**config.mk**
```make
export PLATFORM = sky130hd
export DESIGN_NAME = dffe_skid_slice
export DESIGN_NICKNAME = d
export VERILOG_FILES = /design/src/rtl/dffe_skid_slice.sv
export SDC_FILE = /design/constraint.sdc
export NUM_CORES = 1
export LEC_CHECK = 0
export BUFFER_PORTS_ARGS = -buffer_cell sky130_fd_sc_hd__buf_2
export CORE_ASPECT_RATIO = 1.5
export CORE_MARGIN = 2
export CORE_UTILIZATION = 50
export DETAILED_ROUTE_END_ITERATION = 10
export GPL_TIMING_DRIVEN = 0
export PLACE_DENSITY_LB_ADDON = 0.1
export SETUP_SLACK_MARGIN = 0.1
export SYNTH_ARGS = -nofsm -noshare
export SYNTH_HDL_FRONTEND = slang
export SYNTH_SLANG_ARGS = --single-unit
```
**constraint.sdc**
```tcl
create_clock -name clk -period 4.5 [get_ports clk]
set_clock_uncertainty 0.2 [all_clocks]
set_input_delay 0.45 -clock clk [delete_from_list [all_inputs] [get_ports clk]]
set_output_delay 0.45 -clock clk [all_outputs]
set_load 0.02 [all_outputs]
```
**src/rtl/dffe_skid_slice.sv**
```systemverilog
// dffe_skid_slice: two-entry valid/ready register slice that cuts every combinational path.
// Ports:
//   clk             clock, all state updates on the rising edge
//   rst_n           asynchronous active-low reset
//   s_valid/s_data  upstream beat offer
//   s_ready         registered upstream accept
//   m_valid/m_data  registered downstream beat
//   m_ready         downstream accept
module dffe_skid_slice #(
  parameter int WIDTH = 8
) (
  input  logic             clk,
  input  logic             rst_n,
  input  logic             s_valid,
  output logic             s_ready,
  input  logic [WIDTH-1:0] s_data,
  output logic             m_valid,
  input  logic             m_ready,
  output logic [WIDTH-1:0] m_data
);
  typedef enum logic [1:0] {EMPTY = 2'd0, ONE = 2'd1, FULL = 2'd2} state_t;
  state_t st, nxt;
  logic [WIDTH-1:0] skid;
  logic in, out, ld_main, ld_skid, from_skid;
  assign in  = s_valid & s_ready;
  assign out = m_valid & m_ready;
  always_comb begin
    nxt       = st;
    ld_main   = 1'b0;
    ld_skid   = 1'b0;
    from_skid = 1'b0;
    case (st)
      EMPTY: begin
        ld_main = in;
        nxt     = in ? ONE : EMPTY;
      end
      ONE: begin
        ld_main = in & out;
        ld_skid = in & ~out;
        nxt     = (in & ~out) ? FULL : (~in & out) ? EMPTY : ONE;
      end
      FULL: begin
        ld_main   = out;
        from_skid = out;
        nxt       = out ? ONE : FULL;
      end
      default: nxt = EMPTY;
    endcase
  end
  // Handshake outputs are registered copies of the next occupancy so that
  // neither s_ready nor m_valid depends combinationally on the other side.
  always_ff @(posedge clk or negedge rst_n) begin
    if (!rst_n) begin
      st      <= EMPTY;
      m_valid <= 1'b0;
      s_ready <= 1'b1;
      m_data  <= '0;
      skid    <= '0;
    end else begin
      st      <= nxt;
      m_valid <= nxt != EMPTY;
      s_ready <= nxt != FULL;
      if (ld_main) m_data <= from_skid ? skid : s_data;
      if (ld_skid) skid <= s_data;
    end
  end
endmodule

```
Yosys cells after proc, flatten, opt, wreduce, memory -nomap -nowiden

Cells that the tools add are included.

Register bits after elaboration: 20
Output and inout bits: 10
Logic and storage cells: 26

Equality and inequality tests: 3
Mux-type cells: 9
Bitwise operators: 7
Reduce and logical (&&, ||, !) cells: 2

Operators with widths:

| operator                                      | number |
|---|---|
| two-way mux 8 bit                             | 1 |
| one-hot mux 2 bit (3 select lines)            | 1 |
| AND 1 bit                                     | 5 |
| two-way mux 1 bit                             | 4 |
| two-way mux 2 bit                             | 2 |
| one-hot mux 1 bit (3 select lines)            | 1 |
| == test 2 x 1 -> 1 bit, second input constant | 1 |
| == test 2 bit, second input constant          | 1 |
| zero test 2 bit                               | 1 |
| != test 2 bit, second input constant          | 1 |
| inverter 1 bit                                | 2 |
| nonzero test 2 bit                            | 1 |

Logic depth before layout (Yosys ltp)

Depth after elaboration: 7
Mapped depth: 7
Depth with buffers taken out: 6

Worst setup path before layout

Ideal clock, no wire load.

Kind: register to register
Start: reg s_ready
End: reg m_data[3]
Arrival: 1.594 ns
Slack: 2.570 ns
Stages on the path, launching flop included: 6
Cell sequence: dfstp_2 > and2_1 > ha_1 > or4bb_1 > o221ai_1 > a211oi_2

Longest elaborated chain between the ends: 3

Ends and longest elaborated chain:

| what                                   | line | text |
|---|---|---|
| start: declaration                     | 15   | `output logic s_ready,` |
| start signal: assignment               | 56   | `s_ready <= 1'b1;` |
| start signal: assignment               | 62   | `s_ready <= nxt != FULL;` |
| AND 1 bit (*)                          | 25   | `assign in = s_valid & s_ready;` |
| AND 1 bit                              | 38   | `ld_main = in & out;` |
| one-hot mux 1 bit (3 select lines) (*) | 32   | `case (st)` |
| end signal: assignment                 | 63   | `if (ld_main) m_data <= from_skid ? skid : s_data;` |
| end: declaration                       | 19   | `output logic [WIDTH-1:0] m_data` |

Every way passes the cells marked *; elsewhere a longest branch is shown, timed or not.
A chain may end at the register's enable or synchronous reset.

Worst setup path in the final report

Start: reg s_ready
End: reg m_data[4]

Same word-level chain as after synthesis.

==> run_results.csv <==
group,metric,value,unit
status,status,"finished clean",
grt,first_global_vias,940,
logic_synthesis,synthMuxAreaShare,14.3,%
floorplanning,initial_core_util,53.1,%
logic_synthesis,synth-simple-area-share,19.5,%
logic_synthesis,syn_avg_cell_area,12.1,sq um
setup_path,r2r_end,"m_data[4]$_DFFE_PN0P_",
pwr,powerDensity,676,nW/um^2
timing,slew_headroom,69.2,%
logic_synthesis,synthXorXnorAreaFrac,0,%
timing,fin_tns_setup,0,ns
timing,hold_violations,0,
routing,avgViaCountPerCell,6.35,
logic_synthesis,yosysWarnings,0,
placement,dp_hpwl,1790,um
pwr,p_leak,0.567,nW
clock_network,clk_pin_slew,0.12,ns
grt,grt_overflow_total,0,
setup_path,cp.arrival,2.15,ns
run,drv_cap,0,
logic_synthesis,yosysTopAreaCell,"dfrtp_1",
routing,drtIter0Drc,21,
setup_path,critPathKind,"reg2reg",
logic_synthesis,syn_nets,112,
logic_synthesis,synth-edff-count,0,
routing,ant_nets,0,
placement,place_congestion,0.749,
grt,grt.total_usage,21.2,%
grt,antenna_found_initial,0,
routing,drt-total-wl,2600,um
floorplanning,dieWidth,43.8,um
layout,antenna_cells,0,
setup_path,worstPathMaxFanout,9,
setup_path,rrSetupSlack,2.37,ns
logic_synthesis,synthAdderAreaFrac,2.11,%
setup_path,end_kind,"register",
logic_synthesis,ys.flop_type,"dfrtp_1",
floorplanning,die_h,63.7,um
timing,min_period,2.13,ns
routing,wl_per_cell,17.7,um
timing,setup-violations-final,0,
logic_synthesis,synth.lib_cells_used.distinct,27,
clock_network,cts_hold_buf,1,
logic_synthesis,synth_compound_area_share,16.8,%
floorplanning,row_count,21,
routing,drt_pre_antenna_iters,4,
floorplanning,die-area,2790,sq um
clock_network,ctsHtreeMaxLevel,1,
placement,io_buffer_count,21,
routing,vias,933,
logic_synthesis,yosysMostFrequentCell,"dfrtp_1",
clock_network,post-cts-setup-buffer-count,0,
logic_synthesis,synth_top_family_by_area,"simple AND/OR/NAND/NOR gates",
logic_synthesis,synthTopCellsByArea,"dfrtp_1, a211oi_2, mux2_2",
layout,fillCellCount,189,
timing,max_freq,470,MHz
hold_path,hold_path_class,"in2reg",
clock_network,clkSinkCount,20,
pwr,ir_drop,0.315,mV
placement,place_area,1320,sq um
logic_synthesis,syn_inst,98,
layout,area_delta_synth_final,14.3,%
layout,fin_nets,139,
hold_path,worstHoldPathCells,2,
clock_network,cts_tree,"yes",
timing,slew_viol_final,0,
layout,fin_area,1360,sq um
timing,finalCritPeriodShare,47.2,%
setup_path,crit_path_start_kind,"register",
logic_synthesis,netlist_area,1190,sq um
floorplanning,ioPinCount,22,
timing,rsz0062_at_grt,"false",
clock_network,cts_root_buf,"clkbuf_4",
layout,drive_above_1_share,37.1,%
routing,drcViolationCount,0,
logic_synthesis,yosysSeqAreaShare,42.3,%
setup_path,rr_worst_depth,6,
logic_synthesis,async_flop_share,100,%
clock_network,clock_latency,0.30,ns
grt,grt_pass1_wl,4480,um
logic_synthesis,synthDominantCellAreaShare,40.1,%
clock_network,clockBufferDepth,2,
clock_network,cts_made_buffers,3,
floorplanning,core,2230,sq um
setup_path,cp.required,4.52,ns
logic_synthesis,synth_seq_cells,20,
setup_path,r2r-start,"s_ready$_DFF_PN1_",
grt,grt_max_degree,21,
hold_path,min_to,"skid[1]$_DFFE_PN0P_",
hold_path,min_from,"s_data[1]",
timing,tightest_slew,0.463,ns
clock_network,cts_resized,0,
[critical path, cell delays in order, from the launching register on]
cell	delay (ns)
dfstp_2	0.56
and2_1	0.18
ha_1	0.32
and2_1	0.16
buf_1	0.32
nor4_1	0.11
a211oi_2	0.21
[cells by family after synthesis]
| group | count (synthesis) |
|---|---|
| muxes | 16 |
| buffers and inverters | 11 |
| and+or+nand+nor | 29 |
| DFF | 20 |
| adders and majority gates | 2 |
| AOI/OAI and AO/OA | 20 |
[report_power, final]
group / total (W) / switching [W] / internal (W)
Sequential: 0.000341 / 0.0000671 / 0.000274
Clock: 0.0000900 / 0.0000554 / 0.0000345
Combinational: 0.000486 / 0.000258 / 0.000228
[layout make-up]
cell class              instances  area [sq um]  area share, %
plain buffers                   9          51.3           3.78
flip-flops and latches         20           502           37.0
multi-input cells              67           626           46.1
clock buffers                   4          26.3           1.94
repair buffers                 22           115           8.49
inverters                       2          7.51          0.554
well taps                      23          28.8           2.12
[sequential cells by signal (all words and copies together) (netlist names)]
signal   flops
m_data       8
s_ready      1
st           2
skid         8
m_valid      1
[placed cells by master (no fill, tap or decap), types with 3 or more instances in the layout]
cell type,count
clkbuf_4,3
mux2i_1,8
o221ai_1,8
clkbuf_1,3
buf_2,23
nand2_1,3
nor4_1,8
a211oi_2,8
mux2_2,8
dfrtp_1,19
or4bb_1,8
[metrics by stage]
step | total power, W | util (%) | hold WS, ns | std cells | setup slack, ns
5_1_grt | 0.000989 | 60.7 | 0.211 | 147 | 2.19
3_5_place_dp | 0.000835 | 59.1 | 0.224 | 142 | 2.35
2_1_floorplan | 0.000699 | - | -0.0456 | 98 | 2.57
3_3_place_gp | 0.000814 | 59.1 | 0.220 | 142 | 2.36
4_1_cts | 0.000925 | 60.7 | 0.209 | 147 | 2.34
6_report | 0.000917 | 60.7 | 0.217 | 147 | 2.37
[worst max-delay path by stage]
stage / startpoint / to / slack [ns] / depth (start not counted)
finish: s_ready$_DFF_PN1_ / m_data[4]$_DFFE_PN0P_ / 2.37 / 6
global route: s_ready$_DFF_PN1_ / m_data[4]$_DFFE_PN0P_ / 2.19 / 6
floorplan: s_ready$_DFF_PN1_ / m_data[3]$_DFFE_PN0P_ / 2.57 / 5
detailed placement: s_valid / m_data[4]$_DFFE_PN0P_ / 2.35 / 7
CTS: s_ready$_DFF_PN1_ / m_data[4]$_DFFE_PN0P_ / 2.34 / 6
global placement: s_valid / m_data[2]$_DFFE_PN0P_ / 2.36 / 7
[per-layer routing]
layer,share of wire [%],track usage [%]
met5,0,0
met4,2.0,9.09
met3,3.2,2.01
met2,50,33.8
met1,44,28.6
Power figures use the tool's default switching activity.
